<file path="config.mk">
export PLATFORM = sky130hd
export DESIGN_NAME = hazard_scoreboard_unit
export DESIGN_NICKNAME = d
export VERILOG_FILES = /design/src/rtl/hazard_scoreboard_unit.sv
export SDC_FILE = /design/constraint.sdc
export NUM_CORES = 1
export LEC_CHECK = 0
export BUFFER_PORTS_ARGS = -buffer_cell sky130_fd_sc_hd__clkbuf_2
export CORE_ASPECT_RATIO = 1.5
export CORE_MARGIN = 2
export CORE_UTILIZATION = 55
export CTS_CLUSTER_SIZE = 40
export DETAILED_ROUTE_END_ITERATION = 16
export HOLD_SLACK_MARGIN = 0.06
export PLACE_DENSITY = 0.71
export SKIP_LAST_GASP = 1
export SLEW_MARGIN = 30
export SYNTH_ARGS = -nofsm -noshare
export SYNTH_HDL_FRONTEND = slang
export SYNTH_SLANG_ARGS = --single-unit
</file>
<file path="constraint.sdc">
create_clock -name CLK -period 7.37 [get_ports CLK]
set_input_delay 0.737 -clock CLK [delete_from_list [all_inputs] [get_ports CLK]]
set_output_delay 0.737 -clock CLK [all_outputs]
set_load 0.005 [all_outputs]
</file>
<file path="src/rtl/hazard_scoreboard_unit.sv">
// Decode-side hazard unit: a per-register latency scoreboard stalls dependents of
// variable-latency producers, holds a multi-cycle flush after redirects, freezes on dmem.
module hazard_scoreboard_unit #(
  parameter int unsigned REG_ADDR_W  = 5,
  parameter int unsigned NUM_RD      = 2,
  parameter int unsigned MAX_LAT     = 4,
  parameter int unsigned CNT_W       = 3,
  parameter int unsigned FLUSH_DEPTH = 1,
  parameter int unsigned PERF_W      = 16
) (
  input  logic                         CLK,
  input  logic                         RST,
  input  logic                         id_valid,
  input  logic [NUM_RD*REG_ADDR_W-1:0] id_rsel,
  input  logic [NUM_RD-1:0]            id_ruse,
  input  logic [REG_ADDR_W-1:0]        id_wsel,
  input  logic                         id_wen,
  input  logic [CNT_W-1:0]             id_lat,
  input  logic [1:0]                   pc_src,
  input  logic                         dmem_busy,
  output logic                         pc_en,
  output logic                         id_en,
  output logic                         flushed,
  output logic                         ex_bubble,
  output logic                         issue,
  output logic [PERF_W-1:0]            stall_cnt,
  output logic [PERF_W-1:0]            flush_cnt
);

  localparam int unsigned NumRegs = 2 ** REG_ADDR_W;
  localparam int unsigned FlW     = (FLUSH_DEPTH > 1) ? $clog2(FLUSH_DEPTH) : 1;
  localparam logic [CNT_W-1:0] MaxLat   = CNT_W'(MAX_LAT);
  localparam logic [FlW-1:0]   FlReload = FlW'(FLUSH_DEPTH - 1);

  logic [CNT_W-1:0]      sb_cnt_q [NumRegs];
  logic [CNT_W-1:0]      sb_cnt_d [NumRegs];
  logic [FlW-1:0]        fl_cnt_q, fl_cnt_d;
  logic [PERF_W-1:0]     stall_cnt_q, stall_cnt_d;
  logic [PERF_W-1:0]     flush_cnt_q, flush_cnt_d;
  logic                  freeze, redirect, flush_act, dstall;
  logic [REG_ADDR_W-1:0] rd_idx;

  assign freeze    = dmem_busy;
  assign redirect  = (pc_src != 2'd0);
  assign flush_act = redirect || (fl_cnt_q != '0);
  assign stall_cnt = stall_cnt_q;
  assign flush_cnt = flush_cnt_q;

  always_comb begin
    dstall = 1'b0;
    rd_idx = '0;
    for (int i = 0; i < NUM_RD; i++) begin
      rd_idx = id_rsel[i*REG_ADDR_W +: REG_ADDR_W];
      if (id_valid && id_ruse[i] && (rd_idx != '0) && (sb_cnt_q[rd_idx] != '0)) begin
        dstall = 1'b1;
      end
    end
  end

  // Priority: reset, freeze, flush, data stall, normal.
  always_comb begin
    pc_en     = 1'b1;
    id_en     = 1'b1;
    flushed   = 1'b0;
    ex_bubble = 1'b0;
    issue     = 1'b0;
    if (RST) begin
      pc_en     = 1'b0;
      id_en     = 1'b0;
      flushed   = 1'b1;
      ex_bubble = 1'b1;
    end else if (freeze) begin
      pc_en = 1'b0;
      id_en = 1'b0;
    end else if (flush_act) begin
      flushed   = 1'b1;
      ex_bubble = 1'b1;
    end else if (dstall) begin
      pc_en     = 1'b0;
      id_en     = 1'b0;
      ex_bubble = 1'b1;
    end else begin
      issue = id_valid;
    end
  end

  always_comb begin
    sb_cnt_d    = sb_cnt_q;
    fl_cnt_d    = fl_cnt_q;
    stall_cnt_d = stall_cnt_q;
    flush_cnt_d = flush_cnt_q;
    if (!freeze) begin
      for (int r = 1; r < NumRegs; r++) begin
        if (sb_cnt_q[r] != '0) sb_cnt_d[r] = sb_cnt_q[r] - CNT_W'(1);
      end
      // Issue write lands after the decrement so it overrides the same entry.
      if (issue && id_wen && (id_wsel != '0)) begin
        sb_cnt_d[id_wsel] = (id_lat > MaxLat) ? MaxLat : id_lat;
      end
      if (flush_act) begin
        fl_cnt_d = redirect ? FlReload : fl_cnt_q - FlW'(1);
        if (flush_cnt_q != {PERF_W{1'b1}}) flush_cnt_d = flush_cnt_q + PERF_W'(1);
      end else if (dstall) begin
        if (stall_cnt_q != {PERF_W{1'b1}}) stall_cnt_d = stall_cnt_q + PERF_W'(1);
      end
    end
    sb_cnt_d[0] = '0;
  end

  always_ff @(posedge CLK) begin
    if (RST) begin
      for (int r = 0; r < NumRegs; r++) sb_cnt_q[r] <= '0;
      fl_cnt_q    <= '0;
      stall_cnt_q <= '0;
      flush_cnt_q <= '0;
    end else begin
      for (int r = 0; r < NumRegs; r++) sb_cnt_q[r] <= sb_cnt_d[r];
      fl_cnt_q    <= fl_cnt_d;
      stall_cnt_q <= stall_cnt_d;
      flush_cnt_q <= flush_cnt_d;
    end
  end

endmodule

</file>
======== Word-level counts from Yosys, hierarchy flattened ========
Index checks and enable logic that the tools add are counted.
storage, ports and cells
  flip-flop bits (word level) ............. 129
  bits of input ports ..................... 27
  output and inout bits ................... 37
  logic and storage cells ................. 222
cells by class
  $add $sub $neg .......................... 34
  $lt $le $gt $ge ......................... 5
  equality and inequality tests ........... 2
  muxes and demuxes ....................... 91
  bitwise operators ....................... 5
  reduce and logical (&&, ||, !) cells .... 50
operators by type and width
  kind                     count
  $mux W3                  68
  $reduce_bool A3 Y1       33
  $bwmux W96               1
  $mux W96                 1
  $sub A3 B1 Y3 const B    31
  $add A16 B1 Y16 const B  2
  $ne A16 B16 Y1 const B   2
  $bmux W3 S5              2
  $ge A6 B6 Y1 const B     3
  $mux W1                  18
  $not A5 Y6               3
  $demux W3 S5             1
  $reduce_bool A5 Y1       3
  $logic_and A1 B1 Y1      9
  $lt A6 B1 Y1 const B     1
  $reduce_and A4 Y1        1
  $gt A3 B3 Y1 const B     1
  $reduce_and A3 Y1        1
  $not A1 Y1               2
  $reduce_and A2 Y1        1
  $reduce_bool A2 Y1       1
  $logic_or A1 B1 Y1       1
  $sub A1 B1 Y1 const B    1

======== Depth between registers and ports, before layout ========
  depth after elaboration ................. 15
  mapped depth ............................ 13
  mapped depth without buffers ............ 9

======== Worst setup path after synthesis ========
Ideal clock, no wire load.
  path kind ............................... input -> output
  start ................................... in id_rsel[5]
  end ..................................... out pc_en
  arrival time ............................ 3091 ps
  required time ........................... 6633 ps
  setup slack ............................. 3542 ps
  stages on the path ...................... 10
  buffers on the path ..................... 5
  cells stage by stage .................... buf_2 > buf_2 > mux4_2 > o311ai_1 > a211oi_1 > buf_2 > buf_1 > or2_2 > a21boi_0 > buf_4
between the ends
  cells in the longest elaborated chain, start to end .. 11
  elaborated cells on any way between the ends .. 13
  classes of those cells .................. mux (8); bitwise (1); reduce/logical (4)
RTL lines
  element                                      RTL line  source
  start: declaration                           14        input logic [NUM_RD*REG_ADDR_W-1:0] id_rsel,
  $not A5 Y6 (implied by the code)             54        if (id_valid && id_ruse[i] && (rd_idx != '0) && (sb_cnt_q[rd_idx] != '0)) begin
  $bmux W3 S5                                  54
  $mux W3 (implied by the code) (2 in series)  54
  $reduce_bool A3 Y1                           54
  $logic_and A1 B1 Y1 (*)                      54
  $mux W1 (*)                                  54
  $mux W1 (*) (4 in series)                    -
  end: declaration                             21        output logic pc_en,
Mark *: on every way between the ends. The rest lies on a longest branch, timed or not. The select of a mux whose other input is x is not followed.

======== Worst setup path in the final report ========
  start ................................... in id_rsel[5]
  end ..................................... out id_en
between the ends
  cells in the longest elaborated chain, start to end .. 11
  elaborated cells on any way between the ends .. 13
  classes of those cells .................. mux (8); bitwise (1); reduce/logical (4)
RTL lines
  element                                      RTL line  source
  $not A5 Y6 (implied by the code)             54
  $bmux W3 S5                                  54
  $mux W3 (implied by the code) (2 in series)  54
  $reduce_bool A3 Y1                           54
  $logic_and A1 B1 Y1 (*)                      54
  $mux W1 (*)                                  54
  $mux W1 (*)                                  78        end else if (dstall) begin
  $mux W1 (*)                                  75        end else if (flush_act) begin
  $mux W1 (*)                                  72        end else if (freeze) begin
  $mux W1 (*)                                  67        if (RST) begin
  end: declaration                             22        output logic id_en,
Marks and branches as above.

==> impl_metrics.tcl <==
set metrics [dict create \
    wirelength_microns 29900 \
    cts.repair.resized 0 \
    synth_top_area_share_pct 25.5 \
    synth_seq_cells 126 \
    cts_tree "built" \
    yosysSeqAreaShare_pct 25.5 \
    syn_to_final_growth_pct 9.22 \
    synth_fp_nets 1402 \
    hpwl_microns 19800 \
    async_reset_ff_share_pct 0 \
    cp_max_fo 21 \
    drt-initial-drc-count 837 \
    synthTopCellsByArea "dfxtp_1 25%, ha_1 12%, inv_1 5.0%, nand2_1 4.5%, a21oi_1 3.3%" \
    die-area_sq_um 19100 \
    slew_violations 0 \
    end_kind "output port" \
    grt_pass1_vias 9105 \
    total_power_w 0.00302 \
    drive_gt1_share_pct 10.8 \
    clkLatencyLatePin_ns 0.43 \
    nets 1401 \
    synth_ff_type "dfxtp_1" \
    cts_root_buf "clkbuf_16" \
    power_frac_seq_pct 32.7 \
    p_comb_share_pct 40.1 \
    critPathLaunchType "primary input" \
    worstHoldPathCells 2 \
    min_period_ns 4.15 \
    grt_first_pass_wirelength_microns 47600 \
    holdBufCountCts 0 \
    std_cell_rows 60 \
    r2r_end "sb_cnt_q[89]" \
    cts_made_buffers 17 \
    die_height_microns 168 \
    cts.path.max_buffers 2 \
    setup_viol_count_final 0 \
    worstHoldStart "fl_cnt_q" \
    num_io_pins 64 \
    routedWlPerCell_microns 19.8 \
    core_area_sq_um 17800 \
    p_leak_nw 4.28 \
    syn-instance-count 1280 \
    status "finished clean" \
    drc 0 \
    required_ns 6.63 \
    antenna_found_initial 0 \
    power_density_nw_per_um2 279 \
    finalClockSkew_ns 0.0123 \
    synth_edf_count 0 \
    ys_warn_count 0 \
    finalCritPeriodShare_pct 56.3 \
    h-tree-depth 4 \
    p_clk_share_pct 27.2 \
    mostFrequentLayoutCells "132 x inv_1, 126 x dfxtp_1, 119 x nand2_1" \
    ant_nets 0 \
    start_util_pct 55.7 \
    internal_power_w 0.00182 \
    cts_setup_buffers 0 \
    hp-class "reg -> reg" \
    worstPathArrival_ns 3.42 \
    placement.io_buffers 63 \
    r2r_cells 9 \
    globalRoute.totalOverflow 0 \
    setup_ws_ns 3.22 \
    diodes 0 \
    die_w_microns 114 \
    reg2reg_from "sb_cnt_q[69]" \
    avgViaCountPerCell 6.47 \
    rsz0062_at_grt "false" \
    dr.pass1.iters 5 \
    clock-sinks 126 \
    swShare_pct 39.8 \
    vias 9764 \
    syn_area_sq_um 9910 \
    dp_worst_setup_slack_ns 2.79 \
    ys_types 62 \
    hold_path_end "fl_cnt_q" \
    reg2reg_slack_ns 3.56 \
    fmax_ghz 0.241 \
    place.gp.congestion 0.927 \
    clk_pin_slew_ns 0.06 \
    grt_max_degree 95 \
    synth_top_area_cell "dfxtp_1" \
    peakVddDrop_mv 0.165 \
    layout_commonest_cell "inv_1" \
    cap_violations 0 \
    fillers 1653 \
    timing.setup.tns_ns 0 \
    worstMarginPinSlew_ns 1.03 \
    max-slew-margin-rel_pct 30.9 \
    grt_usage_pct 31.5 \
    power.switching_w 0.00120 \
    syn_area_per_cell_sq_um 7.74 \
    path_class "in -> out" \
    hold_viol 0 \
]
==> sequential cells by signal, summed over array words and instances, names as in the netlist <==
register	flops
flush_cnt	16
fl_cnt_q	1
sb_cnt_q	93
stall_cnt	16
==> worst max-delay path by stage <==
stage	start	endpoint	slack, ns
5_1_grt	id_rsel[5]	pc_en	3.08
3_5_place_dp	RST	sb_cnt_q[0]	2.79
3_3_place_gp	RST	sb_cnt_q[24]	2.88
4_1_cts	RST	sb_cnt_q[33]	3.23
2_1_floorplan	id_rsel[5]	pc_en	3.54
6_report	id_rsel[5]	id_en	3.22
==> area by class of cell <==
cell class	instances	area (sq um)	share of cell area [%]
multi-input cells	923	6530	60.4
repair buffers	78	437	4.03
well taps	217	272	2.51
flip-flops and latches	126	2520	23.3
clock buffers	18	429	3.96
inverters	133	499	4.61
clock inverters	14	133	1.23
==> power by group through the flow <==
stage | clock (W) | combinational [W] | sequential [W]
4_1_cts | 0.000830 | 0.00120 | 0.000981
3_5_place_dp | 0 | 0.00120 | 0.000994
5_1_grt | 0.000860 | 0.00139 | 0.00101
2_1_floorplan | 0 | 0.000953 | 0.000948
6_report | 0.000821 | 0.00121 | 0.000989
3_3_place_gp | 0 | 0.00117 | 0.000995
==> critical path: stages <==
cell and delay [ns]:
clkbuf_2 0.40, nand2_1 0.24, or4_1 0.46, a311oi_1 0.32, or4_1 0.18, a211oi_2 0.05, buf_4 0.26, or2_2 0.32
a21boi_0 0.27, clkbuf_2 0.17
==> per-stage QoR <==
step | cell area (sq um) | std cells | hold WS [ns] | util, %
2_1_floorplan | 9910 | 1280 | 0.418 | -
5_1_grt | 10800 | 1509 | 0.467 | 60.8
6_report | 10800 | 1509 | 0.443 | 60.8
4_1_cts | 10800 | 1509 | 0.445 | 60.8
3_5_place_dp | 10200 | 1477 | 0.435 | 57.6
3_3_place_gp | 10200 | 1477 | 0.428 | 57.6
==> kinds of logic (layout without fill, tap and decap cells) <==
group                      count (synthesis)  in the layout  synth area share (%)
adders and majority gates                 95             95                  12.0
DFF                                      126            126                  25.5
and+or+nand+nor                          434            434                  23.6
buffers and inverters                    231            243                  9.04
muxes                                     12             12                  1.89
AOI/OAI and AO/OA                        333            333                  23.6
xor gates and xnor gates                  49             49                  4.33
==> per-layer routing <==
layer,vias up,share of wire (%),wire length [microns],track usage (%)
li1,4658,-,-,-
met2,383,49,14600,54.9
met1,4612,39,11800,37.2
met5,-,0,0,0
met4,0,4.7,1420,16.1
met3,111,7.1,2120,4.72
==> cell usage after synthesis, drive strengths merged, types with 5 or more instances <==
cell    number
inv        133
dfxtp      126
nand2      119
ha          95
clkbuf      79
o21ai       67
a21oi       66
nor3        52
nand3       51
nor2        45
o311ai      40
o211ai      35
or4         35
xor2        33
nand4b      29
o32a        28
o21a        23
o31a        23
or3         21
buf         19
a31oi       16
xnor2       16
nor4        12
nand4       11
and2        10
nor2b       10
and3         7
o311a        7
or2          7
a311oi       6
or4b         6
mux4         5
Note: power is estimated with default switching activity, not from simulation.
